$ cat src/rtl/matmul_pkg.sv
// Shared types and sizing helpers for the matmul block and its operand loaders.
package matmul_pkg;

    // Element width that matmul and the loaders agree on by default.
    localparam int MM_DATA_WIDTH = 16;

    // Loader states: FILL accepts elements, FULL presents the finished matrix.
    typedef enum logic [0:0] {
        FILL = 1'b0,
        FULL = 1'b1
    } loader_state_t;

    // Width of a counter that must be able to hold the value n.
    function automatic int cnt_width(input int n);
        return $clog2(n + 1);
    endfunction

    // Width of an index ranging over 0..n-1, never narrower than one bit.
    function automatic int idx_width(input int n);
        return (n > 1) ? $clog2(n) : 1;
    endfunction

endpackage

$ cat src/rtl/rc_counter.sv
// Row/column position counter for row-major matrix filling. Tracks the
// element count alongside row/col and flags the last index of the matrix.
module rc_counter
    import matmul_pkg::*;
#(
    parameter int ROWS = 4,
    parameter int COLS = 4,
    localparam int RW  = idx_width(ROWS),
    localparam int CW  = idx_width(COLS),
    localparam int NW  = cnt_width(ROWS * COLS)
) (
    input  logic          clk,
    input  logic          rst_n,
    input  logic          zero,
    input  logic          inc,
    output logic [RW-1:0] row,
    output logic [CW-1:0] col,
    output logic [NW-1:0] count,
    output logic          last_idx
);

    localparam logic [RW-1:0] ROW_MAX = RW'(ROWS - 1);
    localparam logic [CW-1:0] COL_MAX = CW'(COLS - 1);

    logic [RW-1:0] row_q, row_d;
    logic [CW-1:0] col_q, col_d;
    logic [NW-1:0] count_q, count_d;

    // Next position: synchronous zero wins, otherwise step col with row carry.
    always_comb begin
        row_d   = row_q;
        col_d   = col_q;
        count_d = count_q;
        if (zero) begin
            row_d   = '0;
            col_d   = '0;
            count_d = '0;
        end else if (inc) begin
            count_d = count_q + 1'b1;
            if (col_q == COL_MAX) begin
                col_d = '0;
                row_d = (row_q == ROW_MAX) ? '0 : row_q + 1'b1;
            end else begin
                col_d = col_q + 1'b1;
            end
        end
    end

    // Position registers.
    always_ff @(posedge clk or negedge rst_n) begin
        if (!rst_n) begin
            row_q   <= '0;
            col_q   <= '0;
            count_q <= '0;
        end else begin
            row_q   <= row_d;
            col_q   <= col_d;
            count_q <= count_d;
        end
    end

    assign row      = row_q;
    assign col      = col_q;
    assign count    = count_q;
    assign last_idx = (row_q == ROW_MAX) && (col_q == COL_MAX);

endmodule

$ cat src/rtl/mat_stream_loader.sv
// Operand loader for matmul: collects a row-major element stream into a
// ROWS x COLS register array and hands the whole matrix over with valid/ready.
module mat_stream_loader
    import matmul_pkg::*;
#(
    parameter int DATA_WIDTH = MM_DATA_WIDTH,
    parameter int ROWS       = 4,
    parameter int COLS       = 4,
    localparam int NW        = cnt_width(ROWS * COLS)
) (
    input  logic                                          clk,
    input  logic                                          reset,
    input  logic                                          clear,
    input  logic                                          in_valid,
    input  logic signed [DATA_WIDTH-1:0]                  in_data,
    input  logic                                          in_last,
    output logic                                          in_ready,
    output logic signed [ROWS-1:0][COLS-1:0][DATA_WIDTH-1:0] mat_out,
    output logic                                          mat_valid,
    input  logic                                          mat_ready,
    output logic [NW-1:0]                                 fill_count,
    output logic                                          err
);

    localparam int RW = idx_width(ROWS);
    localparam int CW = idx_width(COLS);

    loader_state_t state_q, state_d;
    logic          err_q, err_d;
    logic signed [ROWS-1:0][COLS-1:0][DATA_WIDTH-1:0] mat_q, mat_d;

    logic          accept;
    logic          wr_en;
    logic          cnt_zero;
    logic          cnt_inc;
    logic [RW-1:0] row;
    logic [CW-1:0] col;
    logic [NW-1:0] count;
    logic          last_idx;

    rc_counter #(
        .ROWS (ROWS),
        .COLS (COLS)
    ) u_rc_counter (
        .clk      (clk),
        .rst_n    (reset),
        .zero     (cnt_zero),
        .inc      (cnt_inc),
        .row      (row),
        .col      (col),
        .count    (count),
        .last_idx (last_idx)
    );

    // Ready depends only on registered state; held low while reset is asserted.
    assign in_ready = (state_q == FILL) && reset;
    assign accept   = in_valid && in_ready;

    // Control: clear overrides everything, then framing checks on accept,
    // then the FULL -> FILL return on mat_ready.
    always_comb begin
        state_d  = state_q;
        err_d    = 1'b0;
        wr_en    = 1'b0;
        cnt_zero = 1'b0;
        cnt_inc  = 1'b0;
        if (clear) begin
            state_d  = FILL;
            cnt_zero = 1'b1;
        end else begin
            case (state_q)
                FILL: begin
                    if (accept) begin
                        wr_en = 1'b1;
                        if (last_idx && in_last) begin
                            state_d  = FULL;
                            cnt_zero = 1'b1;
                        end else if (last_idx || in_last) begin
                            err_d    = 1'b1;
                            cnt_zero = 1'b1;
                        end else begin
                            cnt_inc = 1'b1;
                        end
                    end
                end
                FULL: begin
                    if (mat_ready) begin
                        state_d = FILL;
                    end
                end
                default: begin
                    state_d  = FILL;
                    cnt_zero = 1'b1;
                end
            endcase
        end
    end

    // Element write into the held matrix; entries are never cleared by framing.
    always_comb begin
        mat_d = mat_q;
        if (wr_en) begin
            mat_d[row][col] = in_data;
        end
    end

    // State, error pulse and matrix storage.
    always_ff @(posedge clk or negedge reset) begin
        if (!reset) begin
            state_q <= FILL;
            err_q   <= 1'b0;
            mat_q   <= '0;
        end else begin
            state_q <= state_d;
            err_q   <= err_d;
            mat_q   <= mat_d;
        end
    end

    assign mat_valid  = (state_q == FULL);
    assign mat_out    = mat_q;
    assign fill_count = count;
    assign err        = err_q;

endmodule

$ cat config.mk
export PLATFORM = sky130hd
export DESIGN_NAME = mat_stream_loader
export DESIGN_NICKNAME = d
export VERILOG_FILES = /design/src/rtl/matmul_pkg.sv /design/src/rtl/rc_counter.sv /design/src/rtl/mat_stream_loader.sv
export SDC_FILE = /design/constraint.sdc
export NUM_CORES = 1
export LEC_CHECK = 0
export BUFFER_PORTS_ARGS = -buffer_cell sky130_fd_sc_hd__buf_2
export CORE_MARGIN = 2
export CORE_UTILIZATION = 56
export DETAILED_ROUTE_END_ITERATION = 12
export GPL_TIMING_DRIVEN = 0
export PLACE_DENSITY = 0.84
export SLEW_MARGIN = 20
export SYNTH_ARGS = -nofsm -noshare
export SYNTH_HDL_FRONTEND = slang
export SYNTH_SLANG_ARGS = --single-unit
$ cat constraint.sdc
create_clock -name clk -period 4.25 [get_ports clk]
set_clock_uncertainty 0.1 [all_clocks]
set_input_delay 0.6375 -clock clk [delete_from_list [all_inputs] [get_ports clk]]
set_output_delay 0.6375 -clock clk [all_outputs]
set_load 0.05 [all_outputs]
==> qor.txt, run 1 <==
antenna violations before repair - 0
clock buffer depth - 3
die footprint - 19800 sq um
GR Util met1 - 32.3%
DR iter-0 viols - 238
Clock Latency Late Sink - 0.51 ns
Antenna Nets Post-Route - 0
Worst-Margin Slew - 0.572 ns
share of layout cells above drive strength 1 - 62.8%
I/O pins - 286
Critical Path AT - 2.71 ns
antenna diode count - 0
static leakage - 7.30 nW
TritonCTS Buffers - 27
total core area - 18500 sq um
Tot GR Track Use - 24.8%
CTS H-tree lvls - 1
postcts setup bufs - 0
largest net degree at the start of global routing - 101
Chip Height - 141 um
Hold Vio Cnt, Final - 0
worst path bufs/invs - 5
Ys Warns - 0
Starting Density - 56.6%
row count - 50
Max Clk Rate - 290 MHz
Tmin final - 3.45 ns
final WL - 24500 um
max-cap violation count - 0
worst ir drop on vdd - 0.000373 V
CTS tree - done
routed vias/inst - 5.34
crit-path max cell delay - 0.56 ns
mapped cell area - 10500 sq um
Req. time, crit path - 3.51 ns
syn_nets - 681
met2 Use GR - 42.3%
vias - 6508
Top Usage Layer GRT - met2
non-filler cells, final - 1219
Port Buf Inserts - 285
RD Place Congestion - 0.791
EDFF count, synth - 0
Tcrit/Tclk final - 81.1%
Syn Inst Count - 648
Hold WS - 0.263 ns
CTS Hold Bufs - 1
final core occ - 70.9%
Post-Place Cells - 1170
Synth cell types - 22
drt first pass iters - 4
first-pass GRT wire length - 38600 um
Worst Setup Path Type - input port to primary output
Final Max Slew Viols - 0
root buffer cell - clkbuf_16
Worst setup EP type - primary output
Final nets - 999
Avg Cell Area, Syn - 16.2 sq um
Syn-to-layout area delta - 25.3%
grt ovf - 0
Clk pin slew, worst setup/hold paths - 0.06 ns
critical-path cell list - dlygate4sd3_1 -> buf_8 -> buf_16 -> buf_16 -> nor2b_1 -> buf_2
unrepaired setup endpoints after global routing - false
Seq cells post-synth - 267
wire per inst - 20.1 um
CP most frequent cell - buf_16
Seq/Total Area, Yosys - 63.7%
GR Layer Usage met3 - 6.83%
placed wire-length estimate - 17400 um
Most used DFF post-synth - dfrtp_1
vias in the first global route - 6762
Largest delay share family, worst path - buffers and inverters
Die Width - 141 um
clock sink total - 267
Setup TNS - 0 ns
worst r2r path cells - 5
hold crit path type - input port to flop
post_cts resized - 0
hold path cells - 2
Power Dens Cells - 411 nW/um^2
Crit path depth - 6
Slew HR - 61.9%
endpoints failing setup - 0
CP Launch Type - input port
crit-path max FO - 75
Async SR Flop Fraction - 100%
CP max stage cell - dlygate4sd3_1
drc violations - 0
status - completed
placed cells by master (no fill, tap or decap):
cell	n
nand4bb_1	4
nand2_1	14
o21ai_0	1
nor2_4	16
inv_1	6
nor2_1	3
nand3b_1	3
buf_6	16
mux2_2	256
or4b_1	2
nand4b_1	1
buf_2	288
dlygate4sd3_1	1
clkbuf_1	29
clkinvlp_4	3
inv_6	1
clkbuf_16	27
a31oi_1	4
nand3_1	7
nand4_1	2
buf_8	1
nor3b_1	1
dfrtp_1	267
clkinv_2	4
ha_1	11
clkbuf_8	2
clkinv_4	1
nor2b_1	3
and3b_1	1
a21oi_1	6
bufinv_16	1
buf_16	3
path summary, 6_finish.rpt:
path | slack (ns) | endpoint | from
worst min register to register | 0.40 | mat_out[200] | mat_out[200]
max in group asynchronous | 2.41 | mat_out[51] | reset
worst max register to register | 2.05 | mat_out[248] | u_rc_counter.col[0]
worst max-delay path | 0.80 | in_ready | reset
min in group asynchronous | 0.52 | mat_out[135] | reset
worst min-delay path | 0.26 | err | clear
cell type report:
cell class,count,area (sq um)
Sequential cell,267,6680
Buffer,40,275
Clock inverter,10,90.1
Timing Repair Buffer,289,1530
Inverter,6,22.5
Fill cell,1249,5390
Clock buffer,38,737
Tap cell,234,293
Multi-Input combinational cell,335,3500
state kept, by name (all words and copies together) (netlist names):
name and count:
err 1, u_rc_counter.count 5, mat_out 256, u_rc_counter.row 2, u_rc_counter.col 2, mat_valid 1
metal layers:
metal | vias to the layer above | wire length [um]
met5 | - | 0
met4 | 0 | 393
met3 | 28 | 1960
met2 | 239 | 12000
met1 | 3321 | 10200
li1 | 2920 | -
Yosys cell counts, types with 4 or more instances:
master,number,area share (%)
a21oi_1,6,0.29
a31oi_1,4,0.24
buf_2,4,0.19
buf_6,16,1.7
clkbuf_1,20,0.72
dfrtp_1,267,64
ha_1,11,1.3
inv_1,6,0.21
mux2_2,256,28
nand2_1,14,0.50
nand3_1,7,0.33
nand4bb_1,4,0.43
nor2_4,16,1.7
power breakdown:
group          switching [mW]  internal, mW
Clock                   0.949          1.27
Sequential             0.0332          2.61
Combinational           0.404         0.123
logic make-up after synthesis:
family,share of synthesized area (%)
multiplexers,27.5
buffers and inverters,2.84
AO/OA/AOI/OAI,0.573
AND/OR/NAND/NOR,4.03
adder cells (fa/ha/maj),1.31
flip-flops,63.7
per-stage QoR:
step,worst slack [ns],total power [mW],cell area [sq um]
finish,0.803,5.39,13100
global route,0.615,5.57,13100
CTS,0.751,5.44,13100
detailed placement,1.35,3.22,12300
global placement,-2.54,3.20,12200
floorplan,2.14,3.03,10500
Power figures use the tool's default switching activity.
==> run 2, diff against run 1 <==
Settings changed: CORE_UTILIZATION 56 to 52, PLACE_DENSITY 0.84 to 0.79.
Clock period 4.25 ns to 3.55 ns, I/O delays scaled along.
==> run 2 against run 1 <==
  * Die area up 7.5%
  * Final cell count rose by 2.5%
  * Combinational power rose by 20%
  * Via count is 1.7% higher
  * Total power is 25% higher
  * Non-clock buffer count shrank 1
  * Critical path type unchanged
  * Clock power is 33% higher
  * Sequential power up 20%
  * First-iteration DRC count down 11%
  * Wire length up 2.5%
  * Highest routed layer unchanged
  * Sequential cell count stayed put
==> qor.txt, run 2 (synthesis results as in run 1) <==
drt first pass iters - 4 (unchanged)
total power draw - 6.75 mW (was 5.39 mW)
Die Width - 146 um (was 141 um)
fillcell total - 1424 (was 1249)
Critical Path AT - 2.65 ns (was 2.71 ns)
Power Dens Cells - 509 nW/um^2 (was 411 nW/um^2)
antenna diode count - 0 (unchanged)
crit-path max cell delay - 0.56 ns (about the same)
Starting Density - 53.3% (was 56.6%)
crit-path max FO - 98 (was 75)
drc violations - 0 (unchanged)
final worst slack - 0.264 ns (was 0.803 ns)
CTS tree - done (unchanged)
routed vias/inst - 5.30 (was 5.34)
GR Layer Usage met3 - 5.71% (was 6.83%)
sw power - 1.69 mW (was 1.39 mW)
R2R Setup Slk - 1.40 ns (was 2.05 ns)
critical-path cell list - dlygate4sd3_1 -> buf_8 -> buf_16 -> nor2b_1 -> buf_2 (was dlygate4sd3_1 -> buf_8 -> buf_16 -> buf_16 -> nor2b_1 -> buf_2)
Hold Vio Cnt, Final - 0 (unchanged)
share of power burned in registers - 46.9% (was 49.0%)
die footprint - 21300 sq um (was 19800 sq um)
placed wire-length estimate - 17600 um (was 17400 um)
max reg flops - 256 (unchanged)
Hold EP - err (unchanged)
CTS H-tree lvls - 1 (unchanged)
Antenna Nets Post-Route - 0 (unchanged)
status - completed (unchanged)
worst r2r path cells - 5 (unchanged)
hold crit path type - input port to flop (unchanged)
total core area - 19700 sq um (was 18500 sq um)
DP Area - 12300 sq um (about the same)
Tmin final - 3.29 ns
largest net degree at the start of global routing - 99 (was 101)
clock sink total - 267 (unchanged)
postcts setup bufs - 0 (unchanged)
GR Util met1 - 31.9% (was 32.3%)
CTS Hold Bufs - 1 (unchanged)
Worst Setup Path Type - input port to primary output (unchanged)
TritonCTS Buffers - 28 (was 27)
RD Place Congestion - 0.776 (was 0.791)
final WL - 25100 um (was 24500 um)
CP max stage cell - dlygate4sd3_1 (unchanged)
CP Launch Type - input port (unchanged)
DR iter-0 viols - 212 (was 238)
I/O pins - 286 (unchanged)
max-cap violation count - 0 (unchanged)
Setup TNS - 0 ns (unchanged)
Max Clk Rate - 304 MHz
Reg-to-Reg End - mat_out[123] (was mat_out[248])
share of layout cells above drive strength 1 - 63.2% (was 62.8%)
Largest delay share family, worst path - buffers and inverters (unchanged)
vias - 6619 (was 6508)
antenna violations before repair - 0 (unchanged)
post_cts resized - 0 (unchanged)
Clock Latency Late Sink - 0.53 ns (was 0.51 ns)
pre-CTS setup slack - 0.454 ns (was 1.35 ns)
Port Buf Inserts - 285 (unchanged)
Worst-Margin Slew - 0.737 ns (was 0.572 ns)
Final Max Slew Viols - 0 (unchanged)
row count - 51 (was 50)
Slew HR - 50.9% (was 61.9%)
root buffer cell - clkbuf_16 (unchanged)
Tcrit/Tclk final - 92.6%
unrepaired setup endpoints after global routing - false (unchanged)
vias in the first global route - 6898 (was 6762)
most frequent cells in the layout - buf_2 (288), dfrtp_1 (267), mux2_2 (256) (unchanged)
Req. time, crit path - 2.92 ns (was 3.51 ns)
reg-to-reg startpoint - u_rc_counter.col[0] (unchanged)
worst ir drop on vdd - 0.000437 V (was 0.000373 V)
worst path bufs/invs - 4 (was 5)
hold path cells - 2 (unchanged)
sw frac - 25.1% (was 25.7%)
Clk pwr share - 43.8% (was 41.2%)
first-pass GRT wire length - 39700 um (was 38600 um)
Top Usage Layer GRT - met2 (unchanged)
endpoints failing setup - 0 (unchanged)
wire per inst - 20.1 um (about the same)
Syn-to-layout area delta - 26.4% (was 25.3%)
clock buffer depth - 3 (unchanged)
final core occ - 67.4% (was 70.9%)
final non-filler cell area - 13300 sq um (was 13100 sq um)
met2 Use GR - 39.1% (was 42.3%)
Chip Height - 146 um (was 141 um)
static leakage - 7.35 nW (was 7.30 nW)
Tot GR Track Use - 23.5% (was 24.8%)
most common cell after layout, fill and taps aside - buf_2 (unchanged)
Clk pin slew, worst setup/hold paths - 0.06 ns (about the same)
cell-internal power - 5.05 mW (was 4.00 mW)
Final nets - 999 (unchanged)
grt ovf - 0 (unchanged)
Gate power share - 9.3% (was 9.8%)
Worst setup EP type - primary output (unchanged)
critical hold path startpoint - clear (unchanged)
run 2: cell count changes in the layout (fill, tap and decap cells not counted):
cell        change
bufinv_16       +2
clkbuf_8        +4
clkinvlp_4      -3
clkinv_8        +1
clkbuf_16       +1
buf_16          -1
clkbuf_1        -4
inv_6           -1
run 2: stage by stage:
step	hold slack, ns	instances
after floorplan	0.137	648
after global placement	0.384	1198
after detailed placement	0.390	1200
after CTS	0.140	1249
after global routing	0.156	1249
final	0.156	1249
run 2: cell type report:
type	count	area, sq um	share of cell area (%)
tap	265	332	2.50
clock buffer	39	802	6.05
sequential	267	6680	50.4
buffer	40	275	2.08
multi-input combinational	335	3500	26.4
clock inverter	9	135	1.02
timing repair buffer	288	1500	11.3
inverter	6	22.5	0.170
run 2: power groups by stage:
stage / registers, mW / logic, mW / clock network [mW]
3_5_place_dp: 3.22 / 0.635 / 0
5_1_grt: 3.17 / 0.664 / 3.15
6_report: 3.16 / 0.630 / 2.95
3_3_place_gp: 3.22 / 0.619 / 0
4_1_cts: 3.16 / 0.638 / 3.01
2_1_floorplan: 3.51 / 0.115 / 0
run 2: worst max-delay path by stage:
stage                     startpoint           end  slack, ns  depth (start not counted)
after floorplan            mat_valid      in_ready       1.55                          1
after global placement         reset  mat_out[135]      -3.35                          6
after detailed placement       reset  mat_out[174]       0.45                          7
after CTS                      reset      in_ready       0.22                          5
after global routing           reset      in_ready       0.03                          5
final                          reset      in_ready       0.26                          5
run 2: worst reg2reg max path, delay by kind of cell, from the launching register on:
kind                     cells  cell delay, ns
adder cells (fa/ha/maj)      1            0.29
buffers and inverters        1            0.23
flip-flops                   1            0.42
multiplexers                 1            0.36
AND/OR/NAND/NOR              2            0.64
run 2: per-layer routing:
metal,share of wire (%),routed length [um],up-vias
li1,-,-,2932
met1,43,10900,3391
met2,48,12000,257
met3,6.9,1720,39
met4,2.1,524,0
met5,0,0,-
==> run 3, diff against run 2 <==
--- a/config.mk
+++ b/config.mk
@@ -7,4 +7,5 @@
 export LEC_CHECK = 0
 export BUFFER_PORTS_ARGS = -buffer_cell sky130_fd_sc_hd__buf_2
+export CORE_ASPECT_RATIO = 1.2
 export CORE_MARGIN = 2
 export CORE_UTILIZATION = 52
--- a/constraint.sdc
+++ b/constraint.sdc
@@ -3,3 +3,3 @@
 set_input_delay 0.5325 -clock clk [delete_from_list [all_inputs] [get_ports clk]]
 set_output_delay 0.5325 -clock clk [all_outputs]
-set_load 0.05 [all_outputs]
+set_load 0.1 [all_outputs]
==> run 3 against run 2 <==
  * Highest routed layer unchanged
  * Sequential power about the same
  * Final area down 0.45%
  * Wire length down 1.5%
  * Critical path depth unchanged
  * Final cell count down 0.40%
  * Sequential share of layout area up 0.23 points
  * Fmax up 7.0%
  * Clock power down 7.5%
==> qor.txt, run 3 (synthesis results as in run 1) <==
CTS H-tree lvls - 1 (unchanged)
RD Place Congestion - 0.796 (was 0.776)
drt first pass iters - 5 (was 4)
DP Area - 12300 sq um (about the same)
antenna diode count - 0 (unchanged)
Worst-Margin Slew - 0.608 ns (was 0.737 ns)
post_cts resized - 0 (unchanged)
unrepaired setup endpoints after global routing - false (unchanged)
endpoints failing setup - 0 (unchanged)
Die Width - 134 um (was 146 um)
grt ovf - 0 (unchanged)
reg-to-reg startpoint - u_rc_counter.col[0] (unchanged)
Worst Setup Path Type - input port to primary output (unchanged)
I/O pins - 286 (unchanged)
Max Clk Rate - 326 MHz (was 304 MHz)
die footprint - 21300 sq um (about the same)
worst ir drop on vdd - 0.000385 V (was 0.000437 V)
clock buffer depth - 3 (unchanged)
final non-filler cell area - 13200 sq um (was 13300 sq um)
Tcrit/Tclk final - 86.5% (was 92.6%)
sequential cell area - 6680 sq um (unchanged)
row count - 56 (was 51)
static leakage - 7.32 nW (was 7.35 nW)
crit-path max FO - 67 (was 98)
most frequent cells in the layout - buf_2 (288), dfrtp_1 (267), mux2_2 (256) (unchanged)
Syn-to-layout area delta - 25.9% (was 26.4%)
Chip Height - 160 um (was 146 um)
Power Dens Cells - 518 nW/um^2 (was 509 nW/um^2)
hold crit path type - input port to flop (unchanged)
Worst setup EP type - primary output (unchanged)
Hold Vio Cnt, Final - 0 (unchanged)
Slew HR - 59.5% (was 50.9%)
vias in the first global route - 6742 (was 6898)
Req. time, crit path - 2.92 ns (about the same)
final WL - 24800 um (was 25100 um)
CTS tree - done (unchanged)
TritonCTS Buffers - 26 (was 28)
share of layout cells above drive strength 1 - 63.1% (was 63.2%)
Clk pin slew, worst setup/hold paths - 0.06 ns (about the same)
final core occ - 67.0% (was 67.4%)
wire per inst - 19.9 um (was 20.1 um)
Multi-input gate area - 3500 sq um (unchanged)
Clock Latency Late Sink - 0.52 ns (was 0.53 ns)
largest net degree at the start of global routing - 99 (unchanged)
Final nets - 998 (was 999)
Starting Density - 53.2% (was 53.3%)
status - completed (unchanged)
drc violations - 0 (unchanged)
fillcell total - 1394 (was 1424)
Final Max Slew Viols - 0 (unchanged)
Tmin final - 3.07 ns (was 3.29 ns)
Port Buf Inserts - 285 (unchanged)
critical hold path startpoint - clear (unchanged)
Critical Path AT - 2.44 ns (was 2.65 ns)
CP Launch Type - input port (unchanged)
routed vias/inst - 5.25 (was 5.30)
first-pass GRT wire length - 38900 um (was 39700 um)
most common cell after layout, fill and taps aside - buf_2 (unchanged)
root buffer cell - clkbuf_16 (unchanged)
DR iter-0 viols - 323 (was 212)
vias - 6530 (was 6619)
clock sink total - 267 (unchanged)
placed wire-length estimate - 17900 um (was 17600 um)
antenna violations before repair - 0 (unchanged)
Antenna Nets Post-Route - 0 (unchanged)
max-cap violation count - 0 (unchanged)
Tot GR Track Use - 23.1% (was 23.5%)
crit path from - reset (unchanged)
max reg flops - 256 (unchanged)
total core area - 19700 sq um (about the same)
## run 3: repair_timing
action | CTS | global route
setup buffers | 0 | 0
endpoints found under the hold margin | 45 | 0
hold buffers | 1 | 0
## run 3: power by group
group	total, mW	switching [mW]	internal [mW]	leakage [nW]
sequential	3.16	0.0402	3.12	3.68
clock	2.73	1.12	1.61	0.416
combinational	0.950	0.803	0.146	3.22
## run 3: metal layers
metal	up-vias	wire length (um)	track usage [%]
li1	2905	-	-
met1	3349	10400	30.5
met2	239	12400	39.2
met3	37	1410	4.23
met4	0	563	6.43
met5	-	0	0
## run 3: path summary, 6_finish.rpt
kind	end	slack (ns)	cells past startpoint
worst max-delay path	in_ready	0.48	5
worst min register to register	mat_out[15]	0.40	1
max in group asynchronous	mat_out[163]	2.13	3
worst max register to register	mat_out[252]	1.35	5
worst min-delay path	err	0.15	2
min in group asynchronous	mat_out[252]	0.41	2
## run 3: cell type report
type | instances | area share, %
Inverter | 6 | 0.171
Buffer | 40 | 2.09
Clock buffer | 40 | 6.02
Multi-Input combinational cell | 335 | 26.6
Sequential cell | 267 | 50.6
Timing Repair Buffer | 289 | 11.6
Tap cell | 261 | 2.48
Clock inverter | 6 | 0.455
## run 3: critical path, stage by stage
cell	delay (ns)
dlygate4sd3_1	0.56
buf_8	0.34
buf_16	0.33
nor2b_1	0.17
buf_2	0.43
## run 3: stage by stage
stage | power [mW] | setup TNS [ns] | instances | worst slack, ns | hold slack [ns]
after detailed placement | 4.18 | 0 | 1197 | 0.793 | 0.365
after floorplan | 3.93 | 0 | 648 | 0.654 | 0.137
final | 6.84 | 0 | 1244 | 0.480 | 0.146
after global placement | 4.15 | -1615.41 | 1194 | -3.45 | 0.384
after CTS | 6.90 | 0 | 1244 | 0.443 | 0.126
after global routing | 7.07 | 0 | 1244 | 0.333 | 0.155
